[src/rtl/load_unit.sv]
// load_unit: multi-cycle load execution unit (EA calc, aligned memory read, lane extract, extend, write-back)
//
// Ports:
//   clk, reset (async, active-low)
//   req_valid/req_ready, req_base, req_imm, req_rd, req_size, req_unsigned : load request
//   mem_req, mem_addr, mem_rdata, mem_rvalid : word-aligned read with variable latency
//   wb_en, wb_reg, wb_data : one-cycle register-file write-back
//   err  : one-cycle pulse for a misaligned or illegal-size request
//   busy : high whenever a transaction is in flight
module load_unit #(
   parameter int DATA_W = 32,
   parameter int IMM_W  = 16,
   parameter int REG_AW = 5
) (
   input  logic              clk,
   input  logic              reset,
   input  logic              req_valid,
   output logic              req_ready,
   input  logic [DATA_W-1:0] req_base,
   input  logic [IMM_W-1:0]  req_imm,
   input  logic [REG_AW-1:0] req_rd,
   input  logic [1:0]        req_size,
   input  logic              req_unsigned,
   output logic              mem_req,
   output logic [DATA_W-1:0] mem_addr,
   input  logic [DATA_W-1:0] mem_rdata,
   input  logic              mem_rvalid,
   output logic              wb_en,
   output logic [REG_AW-1:0] wb_reg,
   output logic [DATA_W-1:0] wb_data,
   output logic              err,
   output logic              busy
);
   localparam int LB = $clog2(DATA_W / 8);
   typedef enum logic [2:0] {S_IDLE, S_REQ, S_WAIT, S_WB, S_ERR} state_t;
   state_t              r_state, w_next;
   logic [DATA_W-1:0]   r_ea, r_wb_data;
   logic [1:0]          r_size;
   logic                r_uns;
   logic [REG_AW-1:0]   r_rd, r_wb_reg;
   logic [DATA_W-1:0]   w_ea, w_lane, w_mask, w_top, w_ext;
   logic [6:0]          w_nbits;
   logic                w_legal, w_accept, w_neg;
   assign w_ea     = req_base + {{(DATA_W - IMM_W){req_imm[IMM_W-1]}}, req_imm};
   assign w_accept = req_valid && (r_state == S_IDLE);
   always_comb
      w_legal = (req_size == 2'd0) ? 1'b1 :
                (req_size == 2'd1) ? !w_ea[0] :
                (req_size == 2'd2) ? (w_ea[1:0] == 2'b00) :
                                     ((DATA_W == 64) && (w_ea[2:0] == 3'b000));
   // Little-endian lane select, then extend using a width mask; the mask's top
   // set bit picks the sign bit without a variable-width index.
   assign w_lane  = mem_rdata >> {r_ea[LB-1:0], 3'b000};
   assign w_nbits = (r_size == 2'd0) ? 7'd8 : (r_size == 2'd1) ? 7'd16 :
                    (r_size == 2'd2) ? 7'd32 : 7'(DATA_W);
   assign w_mask  = {DATA_W{1'b1}} >> (7'(DATA_W) - w_nbits);
   assign w_top   = w_mask & ~(w_mask >> 1);
   assign w_neg   = !r_uns && |(w_lane & w_top);
   assign w_ext   = (w_lane & w_mask) | ({DATA_W{w_neg}} & ~w_mask);
   always_ff @(posedge clk or negedge reset)
      if (!reset) r_state <= S_IDLE;
      else        r_state <= w_next;
   always_comb begin
      w_next = r_state;
      case (r_state)
         S_IDLE:  w_next = !req_valid ? S_IDLE : w_legal ? S_REQ : S_ERR;
         S_REQ:   w_next = S_WAIT;
         S_WAIT:  w_next = mem_rvalid ? S_WB : S_WAIT;
         default: w_next = S_IDLE;
      endcase
   end
   always_comb begin
      req_ready = (r_state == S_IDLE);
      busy      = (r_state != S_IDLE);
      mem_req   = (r_state == S_REQ);
      err       = (r_state == S_ERR);
      wb_en     = (r_state == S_WB) && (r_rd != '0);
      mem_addr  = {r_ea[DATA_W-1:LB], {LB{1'b0}}};
      wb_reg    = r_wb_reg;
      wb_data   = r_wb_data;
   end
   always_ff @(posedge clk or negedge reset)
      if (!reset) begin
         r_ea      <= '0;
         r_size    <= '0;
         r_uns     <= 1'b0;
         r_rd      <= '0;
         r_wb_data <= '0;
         r_wb_reg  <= '0;
      end else begin
         if (w_accept) begin
            r_ea   <= w_ea;
            r_size <= req_size;
            r_uns  <= req_unsigned;
            r_rd   <= req_rd;
         end
         // wb_data/wb_reg are loaded on capture so they are valid during WB and hold afterwards.
         if (r_state == S_WAIT && mem_rvalid) begin
            r_wb_data <= w_ext;
            r_wb_reg  <= r_rd;
         end
      end
endmodule

[config.mk]
export PLATFORM = sky130hd
export DESIGN_NAME = load_unit
export DESIGN_NICKNAME = d
export VERILOG_FILES = /design/src/rtl/load_unit.sv
export SDC_FILE = /design/constraint.sdc
export NUM_CORES = 1
export LEC_CHECK = 0
export CORE_MARGIN = 8
export CORE_UTILIZATION = 48
export DETAILED_ROUTE_END_ITERATION = 6
export GPL_TIMING_DRIVEN = 0
export MAX_ROUTING_LAYER = met4
export PLACE_DENSITY = 0.8
export SLEW_MARGIN = 5
export SYNTH_ARGS = -nofsm -noshare
export SYNTH_HDL_FRONTEND = slang
export SYNTH_SLANG_ARGS = --single-unit
[constraint.sdc]
create_clock -name clk -period 2 [get_ports clk]
set_input_delay 0.2 -clock clk [delete_from_list [all_inputs] [get_ports clk]]
set_output_delay 0.2 -clock clk [all_outputs]
set_load 0.02 [all_outputs]
# Word-level counts from Yosys, hierarchy flattened
# Index checks and enable logic that the tools add are counted.
# totals
word_cells,47
output_inout_bits,74
input_bits,92
reg_bits,80
# classes
n_eq_ne,7
n_reduce_logical,13
bitwise_logic,7
shifts,2
add_sub_neg,2
mux,9
# ops
operator,count
32-bit bitwise AND,4
32-bit adder,1
31-bit inverter with 32-bit output,1
32-bit inverter,1
32-bit bitwise OR,1
32-bit OR reduction,1
32-bit by 5-bit >> shifter with 32-bit output,1
32-bit by 7-bit >> shifter with 32-bit output (first input constant),1
6-bit 2-to-1 mux,2
3-bit case mux with 3 select lines,1
6-bit by 6-bit subtractor with 7-bit output (first input constant),1
3-bit by 2-bit equality test with 1-bit output (second input constant),2
2-bit logical NOT,3
3-bit 2-to-1 mux,2
5-bit nonzero test,1
2-bit by 1-bit equality test with 1-bit output (second input constant),2
1-bit logical AND,4
1-bit 2-to-1 mux,4
3-bit by 1-bit equality test with 1-bit output (second input constant),1
3-bit equality test (second input constant),1
3-bit logical NOT,1
3-bit nonzero test,1
2-bit equality test (second input constant),1
1-bit logical NOT,2

# Depth between registers and ports, before layout
# logic_depth
word_depth,12
depth_mapped,10
depth_no_buf,10

# Worst setup path after synthesis
# Ideal clock, no wire load.
# synth_path
kind,input -> register
startpoint,input port req_base[0]
endpoint,register r_ea[30]
setup_time_ps,130
arrival_ps,2192
path_slack_ps,-322
path_buffers,0
required_ps,1870
cell_stages,10
cell_sequence,ha_1 > fa_1 > a21o_1 > a31o_2 > and2_4 > a311oi_4 > nor4_1 > a211oi_2 > xor2_1 > o21ai_1
# synth_via
elab_chain_cells,1
# synth_lines
element,line,rtl
"start, declared",19,"input logic [DATA_W-1:0] req_base,"
32-bit adder,44,"assign w_ea = req_base + {{(DATA_W - IMM_W){req_imm[IMM_W-1]}}, req_imm};"
"end signal, assigned",92,r_ea <= w_ea;
"end, declared",37,"logic [DATA_W-1:0] r_ea, r_wb_data;"
# No other way between the ends.
# A chain may end at the register's enable or synchronous reset.

# Worst setup path after layout
# layout_path
startpoint,input port req_imm[0]
endpoint,register r_ea[18]
# layout_via
elab_chain_cells,1
# layout_lines
element,line,rtl
"start, declared",20,"input logic [IMM_W-1:0] req_imm,"
32-bit adder,44,
# No other way between the ends.

==> results.yml <==
global_routing:
  grt_use_total_pct: 25.07
  grt_pass1_wl_mm: 29.50
  antenna_found_initial: 0
  grt_pass1_vias: 5849
  grt_max_degree: 51
  grt_util_met1_pct: 29.75
  gr-usage-met3_pct: 3.927
  grt-busiest-layer: "met2"
  overflow: 0
  use_met2_pct: 41.23
logic_synthesis:
  yosysTopAreaCell: "dfrtp_1"
  syn_inst: 656
  synth_common_cells: "140 x nand2_1, 80 x dfrtp_1, 70 x o21ai_0, 65 x a21oi_1, 32 x buf_4"
  synth.most_common_cell: "nand2_1"
  synth.top_cell.area_share_pct: 36.17
  synth.area.top_cells: "dfrtp_1 36%, nand2_1 9.5%, ha_1 7.0%"
  async_reset_ff_share_pct: 100.0
  ys.flop_type: "dfrtp_1"
  syn_area_per_cell_um2: 8.438
  yosysUniqueCellTypes: 64
  synth_edf_count: 0
  syn-cell-area_um2: 5535
  seq_area_frac_synth_pct: 36.17
  ys_ff_latch: 80
  synth_warnings: 0
worst_hold_path:
  hold_path.class: "input port to flop"
  hold_path_end: "r_ea[0]$_DFFE_PN0P_"
  min_path_cells: 4
  hp-start: "req_base[0]"
clocking:
  numCtsBuffers: 9
  clockBufferDepth: 2
  clk_pin_slew_ns: 0.07
  cts_tree: "yes"
  cts_max_level: 3
  cts-root-buf: "clkbuf_16"
  clock_latency_ns: 0.34
  cts_sinks: 80
drt:
  postRouteAntennaNets: 0
  drt_pre_antenna_iters: 5
  drt_iter0_markers: 474
  vias_per_cell: 5.766
  wl_per_cell_um: 19.29
  wl_mm: 19.52
  vias: 5835
  drcViolationCount: 0
timing:
  tightest_slew_ns: 0.7857
  final.setup_skew_ns: 0.006305
  fmax_mhz: 466.4
  fin_setup_tns_ns: -0.8690
  hold_viol_final: 0
  setup_viol: 12
  fin_crit_sh_pct: 107.2
  max-slew-margin-rel_pct: 46.90
  drv_slew: 0
  rsz0062_at_grt: "true"
  period_needed_ns: 2.144
  worst_slack_ns: -0.1441
placement:
  routabilityCongestion: 0.9041
  preCtsSetupSlack_ns: -1.496
  portBuffers: 163
  placed_area_um2: 7488
  dp_hpwl_mm: 13.90
cells_and_area:
  final_util_pct: 74.78
  final_layout_size_suffix_gt1_share_pct: 21.86
  area_growth_pct: 52.94
  num-nets-final: 988
  finalInstanceArea_um2: 8466
  antennaDiodeCount: 0
status:
  status: "complete, but fails checks"
  violations: "negative setup slack"
floorplanning:
  die_area_um2: 15220
  fp.dieW_um: 123.4
  core_area_um2: 11320
  dieHeight_um: 123.4
  pin_count: 166
  fp-row-count: 39
  start_util_pct: 48.89
power:
  cellPowerDensity_nw_per_um2: 1271
  peakVddDrop_v: 0.0008819
  power_uw: 10760
  leakage_uw: 0.003740
setup_path:
  cp-end-kind: "flop"
  worstSetupPathType: "input port to flop"
  cp.arrival_ns: 2.37
  rr_worst_depth: 5
  r2r_start: "r_ea[0]$_DFFE_PN0P_"
  cp.required_ns: 2.22
  path_cells: "buf_6 > ha_4 > fa_2 > a21o_1 > a31o_2 > and2_4 > a311oi_4 > o21a_1 > xnor2_1 > mux2_4"
  r2r-end: "wb_data[3]$_DFFE_PN0P_"
  crit_fanout: 4
  rrSetupSlack_ns: 0.11
  critPathSlowestCell: "a311oi_4"
  cpPeakStageDelay_ns: 0.39
  worstSetupStartpointType: "input port"
run:
  cap_violations: 0
[placed cells by master, fill, tap and decap left out, drive strengths merged, types with 2 or more instances in the layout]
master and instances:
xor2 16, buf 84, a31oi 6, a21oi 66
nand2 141, dlygate4sd2 20, o31ai 2, a31o 2
xnor2 14, a311oi 2, and2 4, clkdlybuf4s15 10
nor2b 6, a211o 3, o311a 2, clkdlybuf4s50 121
nor4 3, inv 9, a21o 12, a211oi 4
o21a 7, dfrtp 80, dlymetal6s2s 6, o21bai 2
ha 31, nor2 20, o211ai 7, nand3 6
nand4 7, and3 6, conb 2, o21ai 81
mux2i 15, nor3 7, clkbuf 33, nor3b 2
mux2 10
[cell type report]
type / instances / area, um2
Multi-Input combinational cell: 502 / 3610
Fill cell: 844 / 2855
Sequential cell: 80 / 2002
Timing Repair Buffer: 201 / 1926
Buffer: 65 / 421.7
Clock buffer: 9 / 225.2
Tap cell: 143 / 178.9
Clock inverter: 7 / 83.83
Inverter: 5 / 18.77
[where the power goes]
part           switching [uW]  leakage, uW  internal [uW]
Sequential                498      0.00101           2350
Clock                     737     0.000149            992
Combinational            3270      0.00258           2900
[cells by family (layout without fill, tap and decap cells)]
| logic type | Yosys count | after routing | share of synthesized area, % |
|---|---|---|---|
| simple gates | 208 | 208 | 16.55 |
| compound gates | 205 | 205 | 22.81 |
| flops | 80 | 80 | 36.17 |
| buf+inv | 75 | 287 | 7.482 |
| fa+ha+maj | 32 | 32 | 7.369 |
| xor+xnor | 30 | 30 | 4.747 |
| mux | 25 | 25 | 4.815 |
| other cells | 1 | 2 | 0.06775 |
[worst max-delay path by stage]
stage / from / end / slack (ns)
after floorplan: req_base[0] / r_ea[18]$_DFFE_PN0P_ / -0.16
after global placement: reset / r_ea[25]$_DFFE_PN0P_ / -2.05
after detailed placement: req_imm[15] / r_ea[28]$_DFFE_PN0P_ / -1.50
after CTS: req_base[18] / r_ea[28]$_DFFE_PN0P_ / -0.08
after global routing: req_imm[0] / r_ea[30]$_DFFE_PN0P_ / -0.20
final: req_imm[0] / r_ea[18]$_DFFE_PN0P_ / -0.14
[critical path: cells and delay by family]
family	cells	cell delay, ns
AO/OA/AOI/OAI	4	1.08
XOR/XNOR	1	0.09
adder cells (fa/ha/maj)	2	0.49
buffers and inverters	1	0.10
multiplexers	1	0.26
AND/OR/NAND/NOR	1	0.16
[through the flow]
step | hold WS, ns | cells
detailed placement | 0.1789 | 964
global placement | 0.4635 | 963
CTS | 0.1971 | 1002
finish | 0.1969 | 1012
floorplan | -0.09559 | 657
global route | 0.2171 | 1012
[layer usage]
metal  routed length, um  vias to the layer above  part of all wire [%]
met5                   0                        -                     0
met4                 732                        0                   3.8
met3                1497                       69                   7.7
met2                9498                      306                    49
met1                7789                     2763                    40
li1                    -                     2697                     -
[what timing repair did]
item,CTS,global route
pin swaps,47,26
setup endpoints to repair,39,51
hold endpoints to repair,30,0
hold buffers,1,0
resized for setup,119,50
buffers inserted,26,12
(Power assumes the default switching activity.)
